<file path="src/rtl/fifo_scoreboard.sv">
// Reference-model scoreboard for a synchronous FIFO: mirrors pushes/pops,
// compares popped data and flags against an internal queue, and keeps sticky error bits.
module fifo_scoreboard #(
  parameter int DATA_SIZE  = 8,
  parameter int ADDR_SIZE  = 4,
  parameter int DEPTH      = 16,
  parameter int RD_LATENCY = 1,
  parameter int CNT_SIZE   = 16
) (
  input  logic                 clk,
  input  logic                 rst,
  input  logic                 wr_en,
  input  logic [DATA_SIZE-1:0] wr_data,
  input  logic                 rd_en,
  input  logic [DATA_SIZE-1:0] rd_data,
  input  logic                 full,
  input  logic                 empty,
  output logic [ADDR_SIZE:0]   level,
  output logic [DATA_SIZE-1:0] exp_data,
  output logic                 mismatch,
  output logic [CNT_SIZE-1:0]  match_cnt,
  output logic [CNT_SIZE-1:0]  mismatch_cnt,
  output logic                 err_overflow,
  output logic                 err_underflow,
  output logic                 err_flag
);

  localparam logic [ADDR_SIZE:0] LVL_MAX = (ADDR_SIZE+1)'(DEPTH);

  logic [DATA_SIZE-1:0] mem [DEPTH];
  logic [ADDR_SIZE-1:0] wr_ptr, rd_ptr;
  logic                 lvl_full, lvl_empty, push, pop;
  logic                 cmp_vld, cmp_neq, chk_en;
  logic [DATA_SIZE-1:0] cmp_exp;

  assign lvl_full  = (level == LVL_MAX);
  assign lvl_empty = (level == '0);
  assign pop       = rd_en & ~lvl_empty;
  // A write at full is still accepted when the same cycle frees a slot.
  assign push      = wr_en & (~lvl_full | pop);

  always_ff @(posedge clk) begin
    if (push) mem[wr_ptr] <= wr_data;
  end

  always_ff @(posedge clk) begin
    if (rst) begin
      wr_ptr <= '0;
      rd_ptr <= '0;
      level  <= '0;
    end else begin
      if (push) wr_ptr <= wr_ptr + 1'b1;
      if (pop)  rd_ptr <= rd_ptr + 1'b1;
      if (push && !pop)      level <= level + 1'b1;
      else if (pop && !push) level <= level - 1'b1;
    end
  end

  generate
    if (RD_LATENCY == 0) begin : g_lat0
      assign cmp_vld = pop;
      assign cmp_exp = mem[rd_ptr];
    end else begin : g_lat1
      logic                 vld_q;
      logic [DATA_SIZE-1:0] exp_q;
      always_ff @(posedge clk) begin
        if (rst) begin
          vld_q <= 1'b0;
          exp_q <= '0;
        end else begin
          vld_q <= pop;
          exp_q <= mem[rd_ptr];
        end
      end
      assign cmp_vld = vld_q;
      assign cmp_exp = exp_q;
    end
  endgenerate

  assign cmp_neq = (rd_data != cmp_exp);

  always_ff @(posedge clk) begin
    if (rst) begin
      exp_data     <= '0;
      mismatch     <= 1'b0;
      match_cnt    <= '0;
      mismatch_cnt <= '0;
    end else begin
      mismatch <= cmp_vld & cmp_neq;
      if (cmp_vld) begin
        exp_data <= cmp_exp;
        if (!cmp_neq && match_cnt != '1)   match_cnt    <= match_cnt + 1'b1;
        if (cmp_neq && mismatch_cnt != '1) mismatch_cnt <= mismatch_cnt + 1'b1;
      end
    end
  end

  // chk_en masks the flag check for the first cycle after reset releases.
  always_ff @(posedge clk) begin
    if (rst) begin
      chk_en        <= 1'b0;
      err_overflow  <= 1'b0;
      err_underflow <= 1'b0;
      err_flag      <= 1'b0;
    end else begin
      chk_en <= 1'b1;
      if (wr_en && lvl_full && !pop) err_overflow  <= 1'b1;
      if (rd_en && lvl_empty)        err_underflow <= 1'b1;
      if (chk_en && ((full != lvl_full) || (empty != lvl_empty))) err_flag <= 1'b1;
    end
  end

endmodule

</file>
<file path="config.mk">
export PLATFORM = sky130hd
export DESIGN_NAME = fifo_scoreboard
export DESIGN_NICKNAME = d
export VERILOG_FILES = /design/src/rtl/fifo_scoreboard.sv
export SDC_FILE = /design/constraint.sdc
export NUM_CORES = 1
export LEC_CHECK = 0
export BUFFER_PORTS_ARGS = -buffer_cell sky130_fd_sc_hd__clkbuf_2
export CORE_AREA = 4 4 124 114
export DETAILED_ROUTE_END_ITERATION = 8
export DIE_AREA = 0 0 128 118
export PLACE_DENSITY = 0.85
export SETUP_SLACK_MARGIN = 0.4
export SKIP_LAST_GASP = 1
export SLEW_MARGIN = 20
export SYNTH_ARGS = -nofsm -noshare
export SYNTH_HDL_FRONTEND = slang
export SYNTH_SLANG_ARGS = --single-unit
</file>
<file path="constraint.sdc">
create_clock -name clk -period 6.08 [get_ports clk]
set_input_delay 0.304 -clock clk [delete_from_list [all_inputs] [get_ports clk]]
set_output_delay 0.304 -clock clk [all_outputs]
set_load 0.005 [all_outputs]
</file>
==> out/metrics.cfg, run 1 <==
[setup_path]
start_kind = register
cp.required_ns = 6.45
r2r_cells = 11
timing.rr.start = level[0]
path_max_fanout = 6
r2r_setup_slack_ns = 2.95
crit_path_end_kind = register
critPathKind = register to register
cp.arrival_ns = 3.50
r2r-end = level[4]

[global_route]
busiest_layer = met2
grt_overflow = 0
use_met3_pct = 6.216
grt_usage_pct = 21.98
grt_max_degree = 67
grt_pass1_wl_mm = 25.68
antenna_found_initial = 1
met1_usage_pct = 29.61
grt_pass1_vias = 4845
grt_util_met2_pct = 35.37

[synth]
synth_cell_types = 45
synth_edf_count = 128
synthTopCellsByArea = edfxtp_1, dfxtp_1, mux4_2
yosys-top-cells-count = edfxtp_1, dfxtp_1, nor2_1, mux4_2, a21oi_1
ys_seq_elements = 195
yosysWarnings = 0
synth_top_cell_area_share_pct = 47.83
syn_inst = 558
synth_nets = 592
yosysTopAreaCell = edfxtp_1
async_reset_ff_share_pct = 0
synth_area_sq_mm = 0.008036
synthFlopType = edfxtp_1
ys_seq_area_share_pct = 64.52
avgSynthCellArea_sq_um = 14.40
synth_most_common_cell = edfxtp_1

[power]
switching_share_pct = 26.94
combinationalPowerShare_pct = 19.5
ir_worst_vdd_v = 0.0002057
p_sw_uw = 891.3
clock_power_share_pct = 34.2
p_seq_share_pct = 46.3
p_leak_nw = 3.131
powerDensity_mw_per_mm2 = 362.3
p_int_mw = 2.417

[floorplanning]
dieWidth_microns = 128
die_area_sq_mm = 0.01510
io_pins = 71
fp-row-count = 39
die_h_microns = 118
initial_core_util_pct = 63.34
core_area_sq_mm = 0.01269

[timing]
worstMarginPinSlew_ns = 0.7825
fmaxAchievable_ghz = 0.3199
final_hold_viol_count = 0
period_minus_slack_ns = 3.126
period_share_pct = 51.41
setup_viol = 0
slew_violations = 0
layout_setup_ws_ns = 2.954
tns_ns = 0
rsz0062_at_grt = no
fin_skew_ns = 0.006785
slew_headroom_pct = 47.64

[cts]
cts_buffer_depth = 2
cts_buffers = 17
tritoncts = done
clkSinkCount = 195
insertion_delay_ns = 0.44
cts_setup_buffers = 0
cts_resized = 0
cts_max_level = 4
path_clk_slew_ns = 0.07
cts_root_buf = clkbuf_16
cts_hold_buf = 0

[place]
numPortBuffers = 70
place_hpwl_mm = 10.48
dp.cells = 772
gp_congestion = 0.8420
pre_cts_slack_ns = 2.989

[drt]
routedWlPerCell_microns = 19.53
wirelength_mm = 15.70
drt_iter0_drc = 471
drc = 0
ant_nets = 0
drt-pass1-iter-count = 6
vias = 4895
via_per_inst = 6.088

[cells_and_area]
area_growth_pct = 13.61
fin_cells = 804
drive_above_1_share_pct = 26.09
fin_nets = 661
antennaDiodeCount = 0

[run]
cap_violations = 0

[min_path]
hold_path.class = input pin to register
hp-start = wr_en
hold_end = err_overflow
hold_depth = 3

[status]
status = finished clean

-- power by group through the flow --
stage | combinational, mW | sequential [mW] | clock, mW
after detailed placement | 0.641 | 1.56 | 0
after global placement | 0.619 | 1.56 | 0
after floorplan | 0.496 | 1.54 | 0
after global routing | 0.705 | 1.54 | 1.21
final | 0.645 | 1.53 | 1.13
after CTS | 0.650 | 1.53 | 1.14
-- critical path, cell delays in order, from the launching register on --
cell	delay, ns
dfxtp_1	0.36
or4_1	0.63
o21a_1	0.28
inv_1	0.14
ha_1	0.20
inv_1	0.11
fa_1	0.41
a21o_1	0.20
a21oi_1	0.19
xnor2_1	0.09
or3_1	0.31
a21oi_1	0.14
-- cells in the final DEF (no fill, tap or decap), drive strengths merged, types with 9 or more instances in the layout --
master / instances
nor2: 59
inv: 20
mux2i: 11
nor3: 10
dfxtp: 67
edfxtp: 128
nand3: 16
o21ai: 14
a21oi: 28
clkbuf: 87
xor2: 13
ha: 11
nand4: 9
or3: 11
mux4: 40
nand2: 22
-- cell families after synthesis --
group | synth area share, %
xor gates and xnor gates | 1.962
DFF | 64.52
AOI/OAI and AO/OA | 4.982
adders and majority gates | 1.962
buffers and inverters | 1.946
and+or+nand+nor | 10.93
muxes | 13.70
-- worst max path at each step --
stage	start	end	slack [ns]
final	level[0]	level[4]	2.95
after global routing	level[0]	level[4]	2.78
after CTS	level[0]	level[4]	2.96
after detailed placement	level[0]	level[4]	2.99
after global placement	level[0]	level[4]	3.08
after floorplan	level[0]	level[4]	3.19
-- registers in the layout, summed over array words and instances (netlist names), 4 cells and up --
name and flops:
mismatch_cnt 16, rd_ptr 4, exp_data 8, match_cnt 16, mem 128, cmp_exp 8, wr_ptr 4, level 5
-- area by class of cell --
class	instances	area, sq um
multi-input cells	324	2695
repair buffers	77	402.9
inverters	12	45.04
well taps	164	205.2
flip-flops and latches	195	5186
clock inverters	15	170.2
fillers	820	3557
clock buffers	17	425.4
-- per-stage QoR --
step	area [sq um]	hold slack, ns	util [%]	total power, mW
2_1_floorplan	8036	0.4029	-	2.041
3_3_place_gp	8534	0.4529	67.27	2.174
3_5_place_dp	8534	0.4682	67.27	2.204
4_1_cts	9130	0.1071	71.96	3.323
5_1_grt	9130	0.1117	71.96	3.453
6_report	9130	0.1202	71.96	3.308
-- metal layers --
layer | up-vias | routed length (microns)
met4 | 2 | 211
met5 | - | 13
met1 | 2434 | 6594
li1 | 2265 | -
met2 | 170 | 7926
met3 | 24 | 952
Note: power is estimated with default switching activity, not from simulation.
==> run 2: changes to the inputs <==
--- a/config.mk
+++ b/config.mk
@@ -6,10 +6,10 @@
 export NUM_CORES = 1
 export LEC_CHECK = 0
 export BUFFER_PORTS_ARGS = -buffer_cell sky130_fd_sc_hd__clkbuf_2
-export CORE_AREA = 4 4 124 114
+export CORE_AREA = 4 4 135 124
 export DETAILED_ROUTE_END_ITERATION = 8
-export DIE_AREA = 0 0 128 118
-export PLACE_DENSITY = 0.85
+export DIE_AREA = 0 0 139 128
+export PLACE_DENSITY = 0.76
 export SETUP_SLACK_MARGIN = 0.4
 export SKIP_LAST_GASP = 1
 export SLEW_MARGIN = 20
==> constraint.sdc (replaced) <==
create_clock -name clk -period 2.73 [get_ports clk]
set_input_delay 0.1365 -clock clk [delete_from_list [all_inputs] [get_ports clk]]
set_output_delay 0.1365 -clock clk [all_outputs]
set_load 0.005 [all_outputs]
==> run 2 against run 1 <==
Net effect: non-clock buffer count up 18; power up 130%; design area up 3.0%; largest cell class unchanged; critical path type unchanged.
==> out/metrics.cfg, run 2 (same netlist as run 1, synthesis figures left out) <==
[place]
pre_cts_slack_ns = 0.01438  ; -2.975 ns
numPortBuffers = 70  ; unchanged
dp.cells = 817  ; +5.8%
place_area_sq_mm = 0.008691  ; +1.8%
gp_congestion = 0.8395  ; -0.30%
place_hpwl_mm = 10.75  ; +2.5%

[global_route]
grt_pass1_wl_mm = 25.50  ; -0.70%
grt_max_degree = 36  ; -46%
grt_usage_pct = 18.18  ; -3.8 points
antenna_found_initial = 0  ; -1
grt_overflow = 0  ; unchanged
grt_pass1_vias = 4794  ; -1.1%

[cells_and_area]
final_cell_mix = edfxtp_1, clkbuf_2, dfxtp_1
fin_nets = 679  ; +2.7%
largest_register = mem
fin_cells = 860  ; +7.0%
largestRegisters = mem x128, match_cnt x16, mismatch_cnt x16
area_growth_pct = 17.00
largest_reg_flops = 128  ; unchanged
drive_above_1_share_pct = 30.09  ; +4.0 points
antennaDiodeCount = 0  ; unchanged
layout_commonest_cell = edfxtp_1
fin_area_sq_mm = 0.009403  ; +3.0%
final_core_util_pct = 61.54  ; -10 points

[power]
p_leak_nw = 3.219  ; +2.8%
combinationalPowerShare_pct = 22.7  ; +3.2 points
ir_worst_vdd_v = 0.0005211  ; +150%
p_seq_share_pct = 45.0  ; -1.3 points
clock_power_share_pct = 32.4  ; -1.8 points
powerDensity_mw_per_mm2 = 803.3  ; +120%
switching_share_pct = 26.57  ; -0.38 points
p_int_mw = 5.547  ; +130%
total_power_mw = 7.553  ; +130%
p_sw_mw = 2.007  ; +130%

[setup_path]
crit_path_end_kind = register
path_max_fanout = 4  ; -2
cp.required_ns = 3.10  ; -3.35 ns
start_kind = register
critPathKind = register to register
cp.arrival_ns = 3.07  ; -0.43 ns

[drt]
drc = 0  ; unchanged
wirelength_mm = 15.89  ; +1.2%
drt-pass1-iter-count = 5  ; -1
vias = 4913  ; +0.37%
routedWlPerCell_microns = 18.47  ; -5.4%
via_per_inst = 5.713  ; -6.2%
ant_nets = 0  ; unchanged
drt_iter0_drc = 360  ; -24%

[timing]
slew_headroom_pct = 48.81  ; +1.2 points
tns_ns = 0  ; unchanged
setup_viol = 0  ; unchanged
fin_hold_ws_ns = 0.1214  ; +0.001232 ns
final_hold_viol_count = 0  ; unchanged
layout_setup_ws_ns = 0.03661  ; -2.917 ns
rsz0062_at_grt = yes
period_share_pct = 98.66  ; +47 points
worstMarginPinSlew_ns = 0.7651  ; -0.01746 ns
period_minus_slack_ns = 2.693  ; -0.4326 ns
fmaxAchievable_ghz = 0.3713  ; +16%
fin_skew_ns = 0.01375  ; +0.006965 ns
slew_violations = 0  ; unchanged

[cts]
cts_buffers = 17  ; unchanged
clkSinkCount = 195  ; unchanged
path_clk_slew_ns = 0.07  ; about the same
insertion_delay_ns = 0.43  ; about the same
cts_buffer_depth = 2  ; unchanged
cts_root_buf = clkbuf_16
cts_max_level = 4  ; unchanged
tritoncts = done

[floorplanning]
dieWidth_microns = 139  ; +8.6%
die_h_microns = 128  ; +8.5%
initial_core_util_pct = 52.60  ; -11 points
io_pins = 71  ; unchanged
core_area_sq_mm = 0.01528  ; +20%
die_area_sq_mm = 0.01779  ; +18%
fp-row-count = 43  ; +10%

[run]
cap_violations = 0  ; unchanged

[min_path]
hold_path.class = input pin to register

[status]
status = finished clean

[run 2: path summary, 6_finish.rpt]
check / start / to / slack [ns] / cells after the start
worst max-delay path: level[1] / level[4] / 0.04 / 11
worst min-delay path: empty / err_flag / 0.12 / 5
worst max register to register: level[1] / level[4] / 0.04 / 11
worst min register to register: chk_en / err_flag / 0.48 / 2
[run 2: layout make-up]
cell class / instances / area (sq um)
fill: 1160 / 5877
multi-input combinational: 324 / 2765
clock inverter: 15 / 157.7
sequential: 195 / 5195
timing repair buffer: 95 / 559.3
inverter: 12 / 47.55
tap: 202 / 252.7
clock buffer: 17 / 425.4
[run 2: per-layer routing]
layer	track usage (%)	routed length, microns	vias up
met3	4.439	808	21
met5	0	0	-
met2	29.76	7861	127
li1	-	-	2308
met4	5.869	214	0
met1	24.31	7002	2457
[run 2: power by group through the flow]
stage	clock (mW)	sequential, mW	combinational (mW)
after floorplan	0	3.45	1.15
after global placement	0	3.45	1.52
after detailed placement	0	3.47	1.59
after CTS	2.49	3.40	1.65
after global routing	2.61	3.41	1.86
final	2.44	3.40	1.71
[run 2: critical path, stage by stage, from the launching register on]
cell and delay [ns]:
dfxtp_4 0.35, or4_4 0.52, o21a_1 0.22, inv_2 0.08, ha_4 0.15, inv_4 0.05, fa_2 0.34, a21o_1 0.18
a21oi_2 0.14, xnor2_1 0.12, or3_1 0.35, a21oi_2 0.12
[run 2: repair_timing]
item / CTS / global route
resized for setup: 2 / 5
buffers inserted: 5 / 4
endpoints found under the setup margin: 2 / 5
pin swaps: 8 / 8
hold buffers: 2 / 0
endpoints found under the hold margin: 2 / 0
